<file path="config.mk">
export PLATFORM = sky130hd
export DESIGN_NAME = uart_report_sched
export DESIGN_NICKNAME = d
export VERILOG_FILES = /design/src/rtl/uart_sched_pkg.sv /design/src/rtl/rr_arbiter.sv /design/src/rtl/uart_report_sched.sv
export SDC_FILE = /design/constraint.sdc
export NUM_CORES = 1
export LEC_CHECK = 0
export ABC_CLOCK_PERIOD_IN_PS = 2510
export CORE_UTILIZATION = 49
export CTS_CLUSTER_DIAMETER = 80
export CTS_CLUSTER_SIZE = 28
export DETAILED_ROUTE_END_ITERATION = 10
export PLACE_DENSITY_LB_ADDON = 0.05
export SYNTH_ARGS = -nofsm -noshare
export SYNTH_HDL_FRONTEND = slang
export SYNTH_SLANG_ARGS = --single-unit
</file>
<file path="constraint.sdc">
create_clock -name clk_i -period 2.51 [get_ports clk_i]
set_clock_uncertainty 0.15 [all_clocks]
set_input_delay 0.502 -clock clk_i [delete_from_list [all_inputs] [get_ports clk_i]]
set_output_delay 0.502 -clock clk_i [all_outputs]
set_load 0.05 [all_outputs]
</file>
<file path="src/rtl/uart_sched_pkg.sv">
// Shared types and constants for the UART report scheduler.
// Frame layout: SYNC, HDR={tag,seq}, PAYLOAD, CSUM.
package uart_sched_pkg;

  localparam logic [7:0] SYNC_BYTE     = 8'hA5;
  localparam logic [3:0] TAG_HEARTBEAT = 4'hF;

  typedef enum logic [2:0] {
    IDLE,
    SYNC,
    HDR,
    PAY,
    CSUM
  } sched_state_e;

  function automatic logic [7:0] csum8(
    input logic [7:0] hdr,
    input logic [7:0] pay
  );
    return SYNC_BYTE ^ hdr ^ pay;
  endfunction

endpackage

</file>
<file path="src/rtl/rr_arbiter.sv">
// Combinational round-robin arbiter: search starts one past
// the last grant and wraps, giving one-hot grant plus its index.
module rr_arbiter #(
  parameter  int N  = 3,
  localparam int IW = (N > 1) ? $clog2(N) : 1
) (
  input  logic [N-1:0]  req_i,
  input  logic [IW-1:0] last_i,
  output logic [N-1:0]  gnt_o,
  output logic [IW-1:0] idx_o,
  output logic          any_o
);

  int            j;
  logic [IW-1:0] k;

  always_comb begin
    gnt_o = '0;
    idx_o = '0;
    any_o = 1'b0;
    j     = 0;
    k     = '0;
    for (int i = 0; i < N; i++) begin
      j = int'(last_i) + 1 + i;
      if (j >= N) j = j - N;
      k = IW'(j);
      if (!any_o && req_i[k]) begin
        any_o    = 1'b1;
        gnt_o[k] = 1'b1;
        idx_o    = k;
      end
    end
  end

endmodule

</file>
<file path="src/rtl/uart_report_sched.sv">
// Arbitrates report sources onto one uart_tx byte channel,
// framing each payload and emitting heartbeats on idle links.
module uart_report_sched
  import uart_sched_pkg::*;
#(
  parameter int NUM_REQ   = 3,
  parameter int HB_CYCLES = 22_500_000
) (
  input  logic                 clk_i,
  input  logic                 reset_n_i,
  input  logic [NUM_REQ-1:0]   req_valid_i,
  input  logic [8*NUM_REQ-1:0] req_data_i,
  output logic [NUM_REQ-1:0]   req_ready_o,
  output logic [7:0]           data_o,
  output logic                 valid_o,
  input  logic                 ready_i,
  output logic                 busy_o
);

  localparam int IW = (NUM_REQ > 1) ? $clog2(NUM_REQ) : 1;
  localparam int HW = (HB_CYCLES > 0) ? $clog2(HB_CYCLES + 1) : 1;
  localparam logic [HW-1:0] HB_MAX =
    (HB_CYCLES > 0) ? HW'(HB_CYCLES - 1) : '0;

  sched_state_e  state_q, state_d;
  logic [7:0]    data_q, data_d;
  logic [3:0]    tag_q, tag_d;
  logic [7:0]    pay_q, pay_d;
  logic [3:0]    seq_q, seq_d;
  logic [HW-1:0] hb_q, hb_d;
  logic [IW-1:0] last_q, last_d;

  logic [NUM_REQ-1:0] gnt;
  logic [IW-1:0]      gnt_idx;
  logic               gnt_any;
  logic [7:0]         gnt_pay;
  logic               hs;
  logic               hb_fire;

  rr_arbiter #(.N(NUM_REQ)) u_arb (
    .req_i  (req_valid_i),
    .last_i (last_q),
    .gnt_o  (gnt),
    .idx_o  (gnt_idx),
    .any_o  (gnt_any)
  );

  always_comb begin
    gnt_pay = '0;
    for (int i = 0; i < NUM_REQ; i++) begin
      if (gnt[i]) gnt_pay = req_data_i[8*i +: 8];
    end
  end

  assign valid_o = (state_q != IDLE);
  assign busy_o  = (state_q != IDLE);
  assign data_o  = data_q;
  assign hs      = valid_o & ready_i;
  assign hb_fire = (HB_CYCLES != 0) && (hb_q == HB_MAX);

  always_comb begin
    state_d     = state_q;
    data_d      = data_q;
    tag_d       = tag_q;
    pay_d       = pay_q;
    seq_d       = seq_q;
    last_d      = last_q;
    hb_d        = (hb_q == HB_MAX) ? hb_q : hb_q + 1'b1;
    req_ready_o = '0;
    unique case (state_q)
      IDLE: begin
        req_ready_o = gnt;
        // A waiting requester always pre-empts the heartbeat.
        if (gnt_any) begin
          tag_d   = 4'(gnt_idx);
          pay_d   = gnt_pay;
          last_d  = gnt_idx;
          data_d  = SYNC_BYTE;
          hb_d    = '0;
          state_d = SYNC;
        end else if (hb_fire) begin
          tag_d   = TAG_HEARTBEAT;
          pay_d   = 8'h00;
          data_d  = SYNC_BYTE;
          hb_d    = '0;
          state_d = SYNC;
        end
      end
      SYNC: if (hs) begin
        data_d  = {tag_q, seq_q};
        state_d = HDR;
      end
      HDR: if (hs) begin
        data_d  = pay_q;
        state_d = PAY;
      end
      PAY: if (hs) begin
        data_d  = csum8({tag_q, seq_q}, pay_q);
        state_d = CSUM;
      end
      CSUM: if (hs) begin
        data_d  = 8'h00;
        seq_d   = seq_q + 4'd1;
        state_d = IDLE;
      end
      default: state_d = IDLE;
    endcase
  end

  always_ff @(posedge clk_i) begin
    if (!reset_n_i) begin
      state_q <= IDLE;
      data_q  <= 8'h00;
      tag_q   <= 4'h0;
      pay_q   <= 8'h00;
      seq_q   <= 4'h0;
      hb_q    <= '0;
      last_q  <= IW'(NUM_REQ - 1);
    end else begin
      state_q <= state_d;
      data_q  <= data_d;
      tag_q   <= tag_d;
      pay_q   <= pay_d;
      seq_q   <= seq_d;
      hb_q    <= hb_d;
      last_q  <= last_d;
    end
  end

endmodule

</file>
==> flow_summary.ini <==
[synthesis]
syn-num-nets = 362
yosysTopAreaCell = dfxtp_1
synthCells = 323
ys.flop_type = dfxtp_1
syn_area_per_cell_um2 = 9.049
synth_seq_cells = 53
yosysMostFrequentCell = dfxtp_1
ys_top_cells_by_area = dfxtp_1 (36%), xnor2_1 (4.8%), xor2_1 (4.8%)
synth_edf_count = 0
ys_seq_area_frac = 0.3630
synth-async-reset-ratio = 0
syn_area_um2 = 2923
ys_warn_count = 0
yosysUniqueCellTypes = 57
synth_top_area_frac = 0.3630
synthTopCellsByCount = dfxtp_1 (53), nor2_1 (37), nand2_1 (27)

[grt]
grt_max_degree = 17
grt_util_met2 = 0.3733
grt_pass1_wl_um = 11410
grt_use_met1 = 0.3062
antenna_found_initial = 0
grt.busiest_layer = met2
first_global_vias = 2508
grt_use_total = 0.2280
use_met3 = 0.03793
grt-ovfl-total = 0

[placement]
dp_hpwl_um = 5028
dp_slack_ps = -236.4
place_congestion = 0.8489
port-buffer-count = 42
placed_area_um2 = 3746

[clock_network]
h-tree-depth = 2
cts_sinks = 53
cts.clk_slew.worst_paths_ps = 100
clk_path_buf_depth = 2
cts_inserted_buffers = 5
root_buffer = clkbuf_8
clk_latency_ps = 310
cts_tree = built

[floorplan]
rows = 27
dieArea_um2 = 6277
fp.coreArea_um2 = 5642
die_h_um = 79.23
die-width_um = 79.23
pin_count = 43
initial_utilization = 0.5181

[worst_setup_path]
arrival_ps = 2070
crit_path_max_fanout = 4
critical_path_class = flop to output pin
setup.worst_path.start = last_q[1]
startpoint_type = flop
crit_path_end_kind = output pin
required_ps = 1860
worstReg2RegStart = last_q[0]

[sta]
worst_slack_ps = -213.7
hold_viol_final = 0
setup_viol = 3
fin_crit_ps = 2724
slew_violations = 0
tightest_slew_ps = 515.1
period_share = 1.085
slew_headroom = 0.6555
hold_ws_ps = 324.5
rsz0062_at_grt = yes
fmax_mhz = 367.1

[hold_path]
hp-start = pay_q[6]
hold_path.class = flop to flop

[drt]
viasPerCell = 5.389
route.detailed.drc = 0
drtIter0Drc = 108
vias = 2603
final_antenna_net_count = 0
wire_per_inst_um = 13.88
finalWirelength_um = 6706
dr.pass1.iters = 4

[finish]
drive_gt1_frac = 0.2676
antenna_cells = 0
stdcell_area_um2 = 4040
num-nets-final = 449
area_delta_synth_final_pct = 38.23
post-route-util = 0.7161

[status]
outcome = finished with violations
violations = setup timing

[power]
power.density_nw_per_um2 = 1082
vdd_drop_max_v = 0.0007379
power.leakage_nw = 1.512

[run]
drv_cap = 0
[per-stage QoR]
step	power, mW	TNS, ps	std cells
global placement	3.500	-5255	463
finish	4.370	-511.2	483
CTS	4.271	-533.5	479
detailed placement	3.545	-6397	463
floorplan	2.746	-6.830	323
global route	4.642	-813.5	483
[flip-flops by register name (all words and copies together) (netlist names)]
signal	count
data_o	8
hb_q	25
last_q	2
pay_q	8
seq_q	4
state_q	3
tag_q	3
[timing repair]
action                     CTS  global route
pin swaps                    5             7
setup buffers                8             4
setup endpoints to repair    3            42
hold buffers                 0             0
resized for setup            9            13
[power by group]
part	internal [mW]	leakage (nW)	switching [mW]	total [mW]
logic	1.32	1.03	1.39	2.72
clock network	0.300	0.0554	0.286	0.586
registers	0.959	0.431	0.110	1.07
total	2.58	1.51	1.79	4.37
[logic make-up (layout without fill, tap and decap cells)]
group	count (synthesis)	count (layout)	synth area share
AND/OR/NAND/NOR	139	139	0.2564
AO/OA/AOI/OAI	60	60	0.1717
flip-flops	53	53	0.3630
XOR/XNOR	32	32	0.09589
buffers and inverters	22	110	0.04495
adder cells (fa/ha/maj)	9	9	0.03853
multiplexers	8	8	0.02954
[critical path, stage by stage, from the launching register on]
cell	delay, ps
dfxtp_2	340
buf_4	140
ha_1	230
mux2i_1	150
mux2_4	290
a311oi_2	260
buf_4	160
nor3b_4	40
buf_6	160
[metal layers]
layer,wire length [um],vias to the layer above
met5,0,-
met4,99,0
met3,148,11
met2,3196,28
met1,3262,1224
li1,-,1340
[layout make-up]
| class | instances | area, um2 |
|---|---|---|
| clock buffers | 6 | 72.57 |
| clock inverters | 2 | 38.79 |
| fillers | 437 | 1602 |
| inverters | 8 | 35.03 |
| multi-input cells | 248 | 1871 |
| flip-flops and latches | 53 | 1064 |
| well taps | 72 | 90.09 |
| repair buffers | 94 | 869.6 |
[placed cells by master, fill, tap and decap left out, types with 3 or more instances in the layout]
cell type | Yosys | layout
a221oi_2 | 1 | 5
ha_1 | 9 | 7
nand2_1 | 27 | 25
and3_1 | 7 | 7
a211oi_1 | 3 | 3
clkdlybuf4s50_1 | 0 | 35
xor2_1 | 16 | 16
inv_1 | 6 | 4
a221oi_1 | 8 | 4
mux2i_1 | 6 | 5
xnor2_1 | 16 | 16
o21ai_0 | 11 | 11
clkbuf_8 | 0 | 5
o2bb2ai_1 | 8 | 8
nor2_4 | 1 | 3
nor4_1 | 3 | 3
buf_4 | 4 | 49
buf_6 | 3 | 3
buf_12 | 0 | 5
nand4_1 | 10 | 10
nor3_1 | 10 | 10
nand2b_1 | 5 | 5
dfxtp_1 | 53 | 51
nor2b_1 | 10 | 10
a22o_1 | 8 | 8
nand3_1 | 8 | 7
o21a_1 | 3 | 3
a21oi_2 | 2 | 4
nor2_1 | 37 | 35
[path summary, 6_finish.rpt]
check	end	slack (ps)	cells past startpoint
max	req_ready_o[0]	-210	8
min	pay_q[6]	320	1
max reg2reg	pay_q[5]	40	13
min reg2reg	pay_q[6]	320	1
No activity file was read; power rests on OpenSTA's default activity.
